File: config.mk
export PLATFORM = sky130hd
export DESIGN_NAME = lsu_mem_ctrl
export DESIGN_NICKNAME = d
export VERILOG_FILES = /design/src/rtl/lsu_mem_ctrl.sv
export SDC_FILE = /design/constraint.sdc
export NUM_CORES = 1
export LEC_CHECK = 0
export CORE_MARGIN = 1.5
export CORE_UTILIZATION = 46
export DETAILED_ROUTE_END_ITERATION = 10
export HOLD_SLACK_MARGIN = 0.02
export PLACE_DENSITY = 0.81
export SYNTH_ARGS = -nofsm -noshare
export SYNTH_HDL_FRONTEND = slang
export SYNTH_SLANG_ARGS = --single-unit
File: constraint.sdc
create_clock -name clk -period 4.7 [get_ports clk]
set_input_delay 0.94 -clock clk [delete_from_list [all_inputs] [get_ports clk]]
set_output_delay 0.94 -clock clk [all_outputs]
set_load 0.005 [all_outputs]
File: src/rtl/lsu_mem_ctrl.sv
// Memory-stage load/store controller.
// Converts the M-stage access into an aligned word request with byte enables.
// Holds the pipeline until the bus finishes, then registers the read word
// shifted down to lane 0. Misaligned accesses are flagged and never issued.
// Requests that run out of time are aborted and flagged on BusErrM.
module lsu_mem_ctrl #(
    parameter int unsigned TIMEOUT = 16,
    parameter int unsigned ADDR_W  = 32
) (
    input  logic              clk,
    input  logic              rst_n,
    input  logic              MemReadM,
    input  logic              MemWriteM,
    input  logic [2:0]        funct3M,
    input  logic [ADDR_W-1:0] ALUResultM,
    input  logic [31:0]       WriteDataM,
    output logic              StallM,
    output logic              MisalignM,
    output logic              BusErrM,
    output logic [31:0]       ReadData,
    output logic              mem_req,
    output logic              mem_we,
    output logic [ADDR_W-1:0] mem_addr,
    output logic [3:0]        mem_be,
    output logic [31:0]       mem_wdata,
    input  logic              mem_gnt,
    input  logic              mem_rvalid,
    input  logic [31:0]       mem_rdata
);

    localparam int unsigned CNT_W = (TIMEOUT < 2) ? 1 : $clog2(TIMEOUT + 1);

    typedef enum logic [1:0] {
        IDLE   = 2'd0,
        REQ    = 2'd1,
        WAIT_R = 2'd2,
        DONE   = 2'd3
    } state_t;

    state_t           state;
    logic [CNT_W-1:0] cnt;
    logic [1:0]       off_q;

    logic [1:0]  off;
    logic [3:0]  be_c;
    logic [31:0] wdata_c;
    logic        misaligned_c;
    logic        req_c;
    logic        access_c;
    logic        limit_c;
    logic        unused_sign;

    // Signedness only matters to the downstream load-select stage.
    assign unused_sign = funct3M[2];

    assign off = ALUResultM[1:0];

    // Size decode: byte enables, lane-replicated store data, alignment.
    always_comb begin
        be_c         = 4'b1111;
        wdata_c      = WriteDataM;
        misaligned_c = 1'b0;
        case (funct3M[1:0])
            2'b00: begin
                be_c    = 4'b0001 << off;
                wdata_c = {4{WriteDataM[7:0]}};
            end
            2'b01: begin
                be_c         = 4'b0011 << off;
                wdata_c      = {2{WriteDataM[15:0]}};
                misaligned_c = off[0];
            end
            default: begin
                misaligned_c = (off != 2'b00);
            end
        endcase
    end

    assign req_c    = MemReadM | MemWriteM;
    assign access_c = req_c & ~misaligned_c;
    assign limit_c  = (cnt >= CNT_W'(TIMEOUT - 1));

    // Stall while a request is being set up or is outstanding; release in DONE.
    always_comb begin
        StallM = 1'b0;
        case (state)
            IDLE:    StallM = access_c;
            REQ:     StallM = 1'b1;
            WAIT_R:  StallM = 1'b1;
            default: StallM = 1'b0;
        endcase
    end

    // Misalignment is reported only while idle, from the live M-stage inputs.
    assign MisalignM = (state == IDLE) & req_c & misaligned_c;

    // Access FSM with registered bus signals, read capture and timeout.
    always_ff @(posedge clk) begin
        if (!rst_n) begin
            state     <= IDLE;
            cnt       <= '0;
            off_q     <= 2'b00;
            mem_req   <= 1'b0;
            mem_we    <= 1'b0;
            mem_addr  <= '0;
            mem_be    <= 4'b0000;
            mem_wdata <= 32'h0;
            ReadData  <= 32'h0;
            BusErrM   <= 1'b0;
        end else begin
            BusErrM <= 1'b0;
            case (state)
                IDLE: begin
                    if (access_c) begin
                        mem_req   <= 1'b1;
                        mem_we    <= MemWriteM;
                        mem_addr  <= {ALUResultM[ADDR_W-1:2], 2'b00};
                        mem_be    <= be_c;
                        mem_wdata <= wdata_c;
                        off_q     <= off;
                        cnt       <= '0;
                        state     <= REQ;
                    end
                end
                REQ: begin
                    cnt <= cnt + CNT_W'(1);
                    if (mem_gnt) begin
                        mem_req <= 1'b0;
                        state   <= mem_we ? DONE : WAIT_R;
                    end else if (limit_c) begin
                        mem_req  <= 1'b0;
                        ReadData <= 32'h0;
                        BusErrM  <= 1'b1;
                        state    <= DONE;
                    end
                end
                WAIT_R: begin
                    cnt <= cnt + CNT_W'(1);
                    if (mem_rvalid) begin
                        ReadData <= mem_rdata >> {off_q, 3'b000};
                        state    <= DONE;
                    end else if (limit_c) begin
                        ReadData <= 32'h0;
                        BusErrM  <= 1'b1;
                        state    <= DONE;
                    end
                end
                DONE: begin
                    state <= IDLE;
                end
                default: begin
                    state <= IDLE;
                end
            endcase
        end
    end

endmodule
==> impl_metrics.py, run 1 <==
metrics = {
    "run_status": {
        "status": "complete, no violations",
    },
    "floorplan": {
        "die_h_um": 107,
        "initial_utilization": 0.479,
        "die_w_um": 107,
        "pin_count": 210,
        "coreArea_um2": 10500,
        "rows": 37,
        "dieArea_um2": 11500,
    },
    "worst_setup_path": {
        "max_stage_delay_ns": 0.61,
        "crit_start": "ALUResultM[0]",
        "r2r-end": "ReadData[30]$_SDFFE_PN0P_",
        "crit_type": "in2out",
        "r2r-start": "cnt[0]$_SDFFE_PN0P_",
        "r2r_setup_slack_ns": 2.25,
        "cp_cell_sequence": "clkdlybuf4s50_1 > nor2_2 > o21ba_4 > nor2_1 > nor2_1 > clkdlybuf4s50_1",
        "arrival_ns": 2.70,
        "rr_worst_depth": 7,
        "cp-start-kind": "input port",
        "endpoint_kind": "output port",
        "crit_fanout": 8,
        "crit_path_top_delay_cell": "clkdlybuf4s50_1",
        "required_ns": 3.76,
    },
    "sta": {
        "fin_crit_sh": 0.774,
        "tightest_slew_ns": 1.13,
        "whs_ns": 0.464,
        "final_hold_viol_count": 0,
        "fin_crit_ns": 3.64,
        "setup_viol": 0,
        "fin_tns_setup_ns": 0,
        "max_freq_mhz": 275,
        "slew-limit-headroom": 0.248,
        "fin_worst_skew_ns": 0.00961,
        "slew_viol_final": 0,
        "rsz0062_at_grt": "no",
    },
    "pwr": {
        "power.internal_mw": 1.89,
        "cellPowerDensity_nw_per_um2": 375,
        "power_frac_seq": 0.422,
        "p_clk_frac": 0.230,
        "power_leakage_nw": 2.85,
        "p_sw_mw": 0.842,
        "ir_drop_mv": 0.246,
        "sw_frac_of_total": 0.308,
        "comb_power_share": 0.348,
    },
    "finish": {
        "drive_gt1_frac": 0.0418,
        "nNetsFinal": 852,
        "n_antenna_cell": 0,
        "final_core_util": 0.696,
        "area_growth_pct": 45.1,
        "stdcell_count": 878,
    },
    "cts": {
        "postCtsSetupRepairBufs": 0,
        "clock_latency_ns": 0.36,
        "clock_path_buffers": 2,
        "clk_pin_slew_ns": 0.09,
        "cts_resized": 0,
        "cts_inserted_buffers": 9,
        "cts_root_buffer": "clkbuf_8",
        "postCtsHoldBufs": 0,
        "cts_sinks": 110,
        "cts_tree": "built",
        "htree_levels": 3,
    },
    "logic_synthesis": {
        "netlist_area_um2": 5010,
        "synth_compound_area_frac": 0.255,
        "ys_top_cells_by_area": "dfxtp_1, nand2_1, mux2i_1, a21boi_0, o211a_1",
        "ys_ff_latch": 110,
        "yosysSeqAreaShare": 0.439,
        "synthCells": 561,
        "synth_simple_gate_area_share": 0.161,
        "synth_largest_area_cell": "dfxtp_1",
        "ys.flop_type": "dfxtp_1",
        "synth.area.mux_share": 0.0659,
        "synthAdderAreaFrac": 0.0200,
        "synth_xor_area_frac": 0.00175,
        "synth-edff-count": 0,
        "synthDistinctLibCells": 49,
        "synth_top_area_share": 0.439,
        "synth_top_family_by_area": "compound AO/OA/AOI/OAI gates",
        "async_flop_share": 0,
        "syn_avg_cell_area_um2": 8.94,
        "synthTopCellsByCount": "nand2_1, dfxtp_1, a21boi_0",
        "synth_warnings": 0,
        "synth_most_common_cell": "nand2_1",
    },
    "route": {
        "firstDrtPassIters": 7,
        "drt-met1-wl_um": 5970,
        "routed-via-count": 4735,
        "antenna_left": 0,
        "wl_met2_um": 7450,
        "post_drt_wl_per_cell_um": 16.9,
        "routed_wl_um": 14800,
        "dr_wl_met3_um": 1050,
        "top_layer": "met4",
        "vias_per_cell": 5.39,
        "dr.first_iter.drc_count": 273,
        "drc_errors": 0,
    },
    "place": {
        "dp_hpwl_um": 10800,
        "io_buffers": 206,
        "gp_congestion": 0.855,
        "placed_cells": 864,
    },
    "global_route": {
        "antenna_found_initial": 0,
        "first_global_vias": 4675,
        "grt_pass1_wl_um": 23300,
        "grt_util_all_layers": 0.254,
        "grt_max_degree": 88,
        "grt_overflow": 0,
    },
    "hold_path": {
        "hp-class": "reg2reg",
        "min_to": "mem_wdata[31]$_SDFFE_PN0P_",
        "hold_start": "mem_wdata[31]$_SDFFE_PN0P_",
        "hold_depth": 2,
    },
    "run": {
        "cap_violations": 0,
    },
}
## layout make-up
cell class / count / area [um2]
fill: 851 / 3180
multi-input combinational: 396 / 2550
sequential: 110 / 2200
timing repair buffer: 212 / 2100
tap: 136 / 170
clock buffer: 11 / 151
clock inverter: 3 / 68.8
inverter: 10 / 37.5
## through the flow
step | cell area [um2] | setup WS, ns | total power [mW]
finish | 7280 | 1.06 | 2.73
global route | 7280 | 0.980 | 2.90
CTS | 7280 | 1.07 | 2.76
detailed placement | 7060 | 1.08 | 2.12
global placement | 7060 | 1.14 | 2.09
floorplan | 5020 | 1.87 | 1.67
## how the worst max path moves through the flow
| stage | endpoint | slack [ns] | cells after the start |
|---|---|---|---|
| 2_1_floorplan | StallM | 1.87 | 8 |
| 3_3_place_gp | StallM | 1.14 | 6 |
| 3_5_place_dp | StallM | 1.08 | 6 |
| 4_1_cts | StallM | 1.07 | 6 |
| 5_1_grt | StallM | 0.98 | 6 |
| 6_report | StallM | 1.06 | 6 |
## power by group through the flow
stage	combinational, mW	clock, mW	sequential, mW
after floorplan	0.499	0	1.17
after detailed placement	0.951	0	1.17
after global routing	1.04	0.689	1.17
after global placement	0.925	0	1.16
final	0.950	0.629	1.15
after CTS	0.955	0.650	1.15
## cell families (layout without fill, tap and decap cells)
| logic type | count (synthesis) | after routing |
|---|---|---|
| simple gates | 191 | 191 |
| fa+ha+maj | 8 | 8 |
| compound gates | 161 | 161 |
| flops | 110 | 110 |
| buf+inv | 56 | 236 |
| other cells | 1 | 2 |
| mux | 33 | 33 |
| xor+xnor | 1 | 1 |
## metal layers
layer  vias up  GRT usage
met1      2233      0.295
met2       167      0.446
met5         -          0
li1       2315          -
met4         0     0.0789
met3        20     0.0793
## state kept, by name, indices dropped and copies added (netlist names)
name,flops
BusErrM,1
ReadData,32
cnt,5
mem_addr,30
mem_be,4
mem_req,1
mem_wdata,32
mem_we,1
off_q,2
state,2
## cell usage in the layout, fill, tap and decap left out, drive strengths merged, types with 3 or more instances in the layout
cell type,count
a211o,8
nor3,4
o2bb2ai,8
nand2,141
o22ai,5
nand3,10
dfxtp,110
nor2b,10
o211ai,11
ha,8
a21oi,8
buf,7
nor2,12
nand4,3
nand3b,3
a32o,8
o211a,20
clkbuf,11
inv,10
o21ai,18
a21boi,50
a22o,16
clkdlybuf4s50,205
mux2i,33
## worst max-delay path: cells and delay by family
family	cells	cell delay, ns
buf+inv	2	1.12
compound gates	1	0.17
simple gates	3	0.46
Note: power is estimated with default switching activity, not from simulation.
==> inputs of run 2 (changes only) <==
--- a/config.mk
+++ b/config.mk
@@ -6,10 +6,10 @@
 export NUM_CORES = 1
 export LEC_CHECK = 0
 export CORE_MARGIN = 1.5
-export CORE_UTILIZATION = 46
+export CORE_UTILIZATION = 43
 export DETAILED_ROUTE_END_ITERATION = 10
 export HOLD_SLACK_MARGIN = 0.02
-export PLACE_DENSITY = 0.81
+export PLACE_DENSITY = 0.77
 export SYNTH_ARGS = -nofsm -noshare
 export SYNTH_HDL_FRONTEND = slang
 export SYNTH_SLANG_ARGS = --single-unit
==> constraint.sdc (replaced) <==
create_clock -name clk -period 3.73 [get_ports clk]
set_input_delay 0.746 -clock clk [delete_from_list [all_inputs] [get_ports clk]]
set_output_delay 0.746 -clock clk [all_outputs]
set_load 0.005 [all_outputs]
==> run 2 against run 1 <==
  * Die area grew 6.8%
  * Register-to-register slack got worse by 0.93 ns
  * Critical path depth unchanged
  * Global-route usage is 1.6 points lower
  * Clock skew down 0.0013 ns
  * Sequential power up 26%
  * Worst hold slack got worse by 0.012 ns
  * Cell area is 1.5% higher
  * Non-clock buffer count is 1 higher
  * Critical path type unchanged
  * Critical endpoint unchanged
==> impl_metrics.py, run 2 (synthesis results as in run 1) <==
metrics = {
    "run_status": {
        "status": "complete, no violations",
    },
    "finish": {
        "area_growth_pct": 47.3,
        "nNetsFinal": 853,
        "drive_gt1_frac": 0.0443,
        "nFillCells": 964,
        "final_common_cell": "clkdlybuf4s50_1",
        "largest_registers": "ReadData: 32 flops, mem_wdata: 32 flops, mem_addr: 30 flops",
        "layout_common_cells": "clkdlybuf4s50_1, nand2_1, dfxtp_1",
        "n_antenna_cell": 0,
    },
    "route": {
        "antenna_left": 0,
        "drc_errors": 0,
        "routed_wl_um": 14500,
        "routed-via-count": 4703,
        "post_drt_wl_per_cell_um": 16.3,
        "vias_per_cell": 5.30,
        "dr.first_iter.drc_count": 209,
        "firstDrtPassIters": 4,
    },
    "floorplan": {
        "die_w_um": 111,
        "dieArea_um2": 12300,
        "coreArea_um2": 11400,
        "initial_utilization": 0.439,
        "pin_count": 210,
        "die_h_um": 111,
        "rows": 39,
    },
    "cts": {
        "postCtsSetupRepairBufs": 0,
        "cts_sinks": 110,
        "htree_levels": 3,
        "cts_root_buffer": "clkbuf_16",
        "postCtsHoldBufs": 0,
        "cts_tree": "built",
        "clk_pin_slew_ns": 0.07,
        "cts_resized": 0,
        "cts_inserted_buffers": 9,
        "clock_latency_ns": 0.35,
        "clock_path_buffers": 2,
    },
    "sta": {
        "slew_viol_final": 0,
        "final_hold_viol_count": 0,
        "max_freq_mhz": 312,
        "fin_worst_skew_ns": 0.00829,
        "rsz0062_at_grt": "no",
        "fin_ws_ns": 0.522,
        "setup_viol": 0,
        "fin_crit_sh": 0.860,
        "slew-limit-headroom": 0.257,
        "fin_crit_ns": 3.21,
        "tightest_slew_ns": 1.11,
        "fin_tns_setup_ns": 0,
    },
    "worst_setup_path": {
        "required_ns": 2.98,
        "crit_fanout": 8,
        "crit_path_top_delay_cell": "clkdlybuf4s50_1",
        "crit_start": "ALUResultM[0]",
        "r2r-end": "ReadData[29]$_SDFFE_PN0P_",
        "crit_type": "in2out",
        "endpoint_kind": "output port",
        "cp_cell_sequence": "clkdlybuf4s50_1 > a21oi_4 > o21ba_4 > nor2_1 > nor2_1 > clkdlybuf4s50_1",
        "arrival_ns": 2.46,
        "r2r_setup_slack_ns": 1.32,
        "rr_worst_depth": 7,
        "r2r-start": "cnt[0]$_SDFFE_PN0P_",
        "cp-start-kind": "input port",
        "max_stage_delay_ns": 0.59,
    },
    "global_route": {
        "use_met3": 0.0749,
        "antenna_found_initial": 0,
        "grt_use_met2": 0.410,
        "grt_overflow": 0,
        "first_global_vias": 4630,
        "grt_pass1_wl_um": 23700,
        "grt_max_degree": 88,
        "gr-usage-met1": 0.277,
        "grt_util_all_layers": 0.238,
        "top_usage_layer": "met2",
    },
    "place": {
        "pre_cts_ws_ns": 0.512,
        "dp_hpwl_um": 10800,
        "gp_congestion": 0.803,
        "io_buffers": 206,
    },
    "pwr": {
        "cellPowerDensity_nw_per_um2": 495,
        "power_leakage_nw": 2.89,
        "ir_drop_mv": 0.269,
    },
    "hold_path": {
        "hp-class": "reg2reg",
        "hold_start": "mem_wdata[24]$_SDFFE_PN0P_",
        "min_to": "mem_wdata[24]$_SDFFE_PN0P_",
        "hold_depth": 2,
    },
    "run": {
        "cap_violations": 0,
    },
}
-- run 2: changes by cell type in the layout (fill, tap and decap cells not counted), sizes merged --
cell	delta
clkinvlp	+2
buf	+1
bufinv	-1
clkbuf	+1
clkinv	-1
inv	+1
-- run 2: stage by stage --
stage	util	total power [mW]	std cells	cell area [um2]	hold slack, ns
2_1_floorplan	-	2.10	562	5020	0.451
3_3_place_gp	0.620	2.64	872	7070	0.448
3_5_place_dp	0.620	2.68	872	7070	0.444
4_1_cts	0.647	3.68	888	7380	0.455
5_1_grt	0.647	3.85	888	7380	0.470
6_report	0.647	3.65	888	7380	0.452
-- run 2: where the power goes --
group          internal, mW  switching [mW]  total, mW
clock network         0.561           0.437      0.997
registers              1.34           0.107       1.45
logic                 0.634           0.571       1.20
-- run 2: cell type report --
class	instances	area, um2	area share
Inverter	10	37.5	0.00508
Multi-Input combinational cell	396	2550	0.345
Sequential cell	110	2200	0.298
Timing Repair Buffer	213	2110	0.286
Clock inverter	4	53.8	0.00729
Tap cell	143	179	0.0242
Clock buffer	12	256	0.0347
-- run 2: worst max path at each step --
stage | end | slack, ns | cells past startpoint
finish | StallM | 0.52 | 6
global route | StallM | 0.46 | 6
floorplan | StallM | 1.28 | 8
global placement | StallM | 0.55 | 6
CTS | StallM | 0.51 | 6
detailed placement | StallM | 0.51 | 6
-- run 2: worst max-delay path: cells and delay by family --
kind / cells / cell delay (ns)
AOI/OAI and AO/OA: 2 / 0.47
buffers and inverters: 2 / 1.12
and+or+nand+nor: 2 / 0.13
-- run 2: metal layers --
layer | share of wire | wire length, um
met2 | 0.49 | 7140
met1 | 0.41 | 6020
met3 | 0.076 | 1100
met4 | 0.018 | 255
met5 | 0 | 0
==> inputs of run 3 (changes only) <==
--- a/config.mk
+++ b/config.mk
@@ -5,11 +5,13 @@
 export SDC_FILE = /design/constraint.sdc
 export NUM_CORES = 1
 export LEC_CHECK = 0
+export CORE_ASPECT_RATIO = 0.9
 export CORE_MARGIN = 1.5
-export CORE_UTILIZATION = 43
+export CORE_UTILIZATION = 46
 export DETAILED_ROUTE_END_ITERATION = 10
 export HOLD_SLACK_MARGIN = 0.02
-export PLACE_DENSITY = 0.77
+export PLACE_DENSITY = 0.81
 export SYNTH_ARGS = -nofsm -noshare
 export SYNTH_HDL_FRONTEND = slang
 export SYNTH_SLANG_ARGS = --single-unit
+export TNS_END_PERCENT = 10
==> constraint.sdc (replaced) <==
create_clock -name clk -period 3.7 [get_ports clk]
set_input_delay 0.74 -clock clk [delete_from_list [all_inputs] [get_ports clk]]
set_output_delay 0.74 -clock clk [all_outputs]
set_load 0.005 [all_outputs]
==> run 3 against run 2 <==
  * Critical path depth unchanged
  * Count of clock-buffer cells in the layout fell by 3
  * Sequential share of layout area grew 0.13 points
  * Clock power down 5.9%
  * Non-clock buffer count fell by 1
  * Utilization up 5.9 points
  * Combinational power is essentially flat
  * Cell count fell by 1.7%
  * Global-route usage rose by 1.6 points
  * Die area decreased by 6.3%
  * Register-to-register slack worse by 0.06 ns
  * Critical endpoint unchanged
==> impl_metrics.py, run 3 (synthesis results as in run 1) <==
metrics = {
    "run_status": {
        "status": "complete, no violations",
    },
    "worst_setup_path": {
        "crit_start": "ALUResultM[0]",
        "endpoint_kind": "output port",
        "cp-start-kind": "input port",
        "crit_fanout": 8,
        "r2r-start": "cnt[0]$_SDFFE_PN0P_",
        "required_ns": 2.96,
        "arrival_ns": 2.46,
        "crit_type": "in2out",
    },
    "finish": {
        "drive_gt1_frac": 0.0444,
        "nNetsFinal": 852,
        "layout_common_cells": "clkdlybuf4s50_1, nand2_1, dfxtp_1",
        "regArea_um2": 2200,
        "final_common_cell": "clkdlybuf4s50_1",
        "n_antenna_cell": 0,
        "largest_registers": "ReadData: 32 flops, mem_wdata: 32 flops, mem_addr: 30 flops",
        "area_growth_pct": 46.6,
        "final_core_util": 0.706,
        "nFillCells": 845,
        "stdcell_count": 873,
        "multiInputGateArea_um2": 2550,
    },
    "pwr": {
        "p_clk_frac": 0.259,
        "cellPowerDensity_nw_per_um2": 494,
        "power_frac_seq": 0.404,
        "comb_power_share": 0.337,
        "sw_frac_of_total": 0.319,
        "power_leakage_nw": 2.88,
        "p_sw_mw": 1.16,
        "ir_drop_mv": 0.280,
        "power.internal_mw": 2.47,
    },
    "place": {
        "placed_cells": 857,
        "dp_hpwl_um": 11000,
        "gp_congestion": 0.864,
        "io_buffers": 206,
    },
    "route": {
        "drc_errors": 0,
        "routed_wl_um": 14800,
        "routed-via-count": 4767,
        "firstDrtPassIters": 5,
        "vias_per_cell": 5.46,
        "post_drt_wl_per_cell_um": 17.0,
        "antenna_left": 0,
        "dr.first_iter.drc_count": 254,
    },
    "global_route": {
        "grt_overflow": 0,
        "grt_pass1_wl_um": 23100,
        "antenna_found_initial": 0,
        "grt_util_all_layers": 0.254,
        "first_global_vias": 4634,
        "grt_max_degree": 88,
    },
    "hold_path": {
        "hold_start": "mem_wdata[29]$_SDFFE_PN0P_",
        "hp-class": "reg2reg",
    },
    "cts": {
        "clk_pin_slew_ns": 0.08,
        "postCtsSetupRepairBufs": 0,
        "htree_levels": 3,
        "cts_tree": "built",
        "cts_inserted_buffers": 9,
        "cts_root_buffer": "clkbuf_16",
        "clock_latency_ns": 0.35,
        "postCtsHoldBufs": 0,
        "clock_path_buffers": 2,
        "cts_sinks": 110,
        "cts_resized": 0,
    },
    "sta": {
        "whs_ns": 0.458,
        "slew_viol_final": 0,
        "setup_viol": 0,
        "slew-limit-headroom": 0.256,
        "tightest_slew_ns": 1.12,
        "fin_crit_sh": 0.866,
        "fin_tns_setup_ns": 0,
        "fin_worst_skew_ns": 0.0111,
        "max_freq_mhz": 312,
        "fin_crit_ns": 3.20,
        "final_hold_viol_count": 0,
        "rsz0062_at_grt": "no",
    },
    "floorplan": {
        "coreArea_um2": 10400,
        "pin_count": 210,
        "initial_utilization": 0.481,
        "die_h_um": 102,
        "rows": 35,
        "dieArea_um2": 11500,
        "die_w_um": 113,
    },
    "run": {
        "cap_violations": 0,
    },
}
[run 3: cell count changes in the layout (fill, tap and decap cells not counted), sizes merged]
cell      before  now
clkinv         0    3
bufinv         1    0
buf            8    7
clkinvlp       2    1
inv           11   13
clkbuf        12    9
[run 3: power by group through the flow]
stage                     Sequential, mW  Clock [mW]  Combinational [mW]
after global routing                1.49        1.01                1.34
after detailed placement            1.49           0                1.22
after floorplan                     1.48           0               0.634
after global placement              1.48           0                1.19
final                               1.47       0.938                1.22
after CTS                           1.47       0.964                1.23
[run 3: worst paths after layout]
kind	slack, ns	end	cells past startpoint
worst max-delay path	0.50	StallM	6
worst min-delay path	0.46	mem_wdata[29]$_SDFFE_PN0P_	2
worst max register to register	1.26	ReadData[29]$_SDFFE_PN0P_	7
worst min register to register	0.46	mem_wdata[29]$_SDFFE_PN0P_	2
[run 3: layer usage]
| metal | vias to the layer above | GRT usage | wire, um |
|---|---|---|---|
| li1 | 2327 | - | - |
| met1 | 2241 | 0.299 | 6140 |
| met2 | 171 | 0.429 | 7060 |
| met3 | 28 | 0.0907 | 1190 |
| met4 | 0 | 0.0962 | 423 |
| met5 | - | 0 | 0 |
[run 3: critical path: stages]
cell,delay (ns)
clkdlybuf4s50_1,0.59
nor2_2,0.30
o21ba_4,0.17
nor2_1,0.04
nor2_1,0.09
clkdlybuf4s50_1,0.53
[run 3: cell type report]
type,instances,share of cell area
sequential,110,0.299
inverter,10,0.00510
timing repair buffer,212,0.288
clock buffer,9,0.0306
multi-input combinational,396,0.346
tap,129,0.0220
clock inverter,7,0.00902
[run 3: through the flow]
step / setup WS [ns] / cell area [um2] / total power, mW
floorplan: 1.27 / 5020 / 2.12
global placement: 0.523 / 7060 / 2.67
detailed placement: 0.513 / 7060 / 2.71
CTS: 0.488 / 7350 / 3.66
global route: 0.390 / 7350 / 3.84
finish: 0.496 / 7350 / 3.63
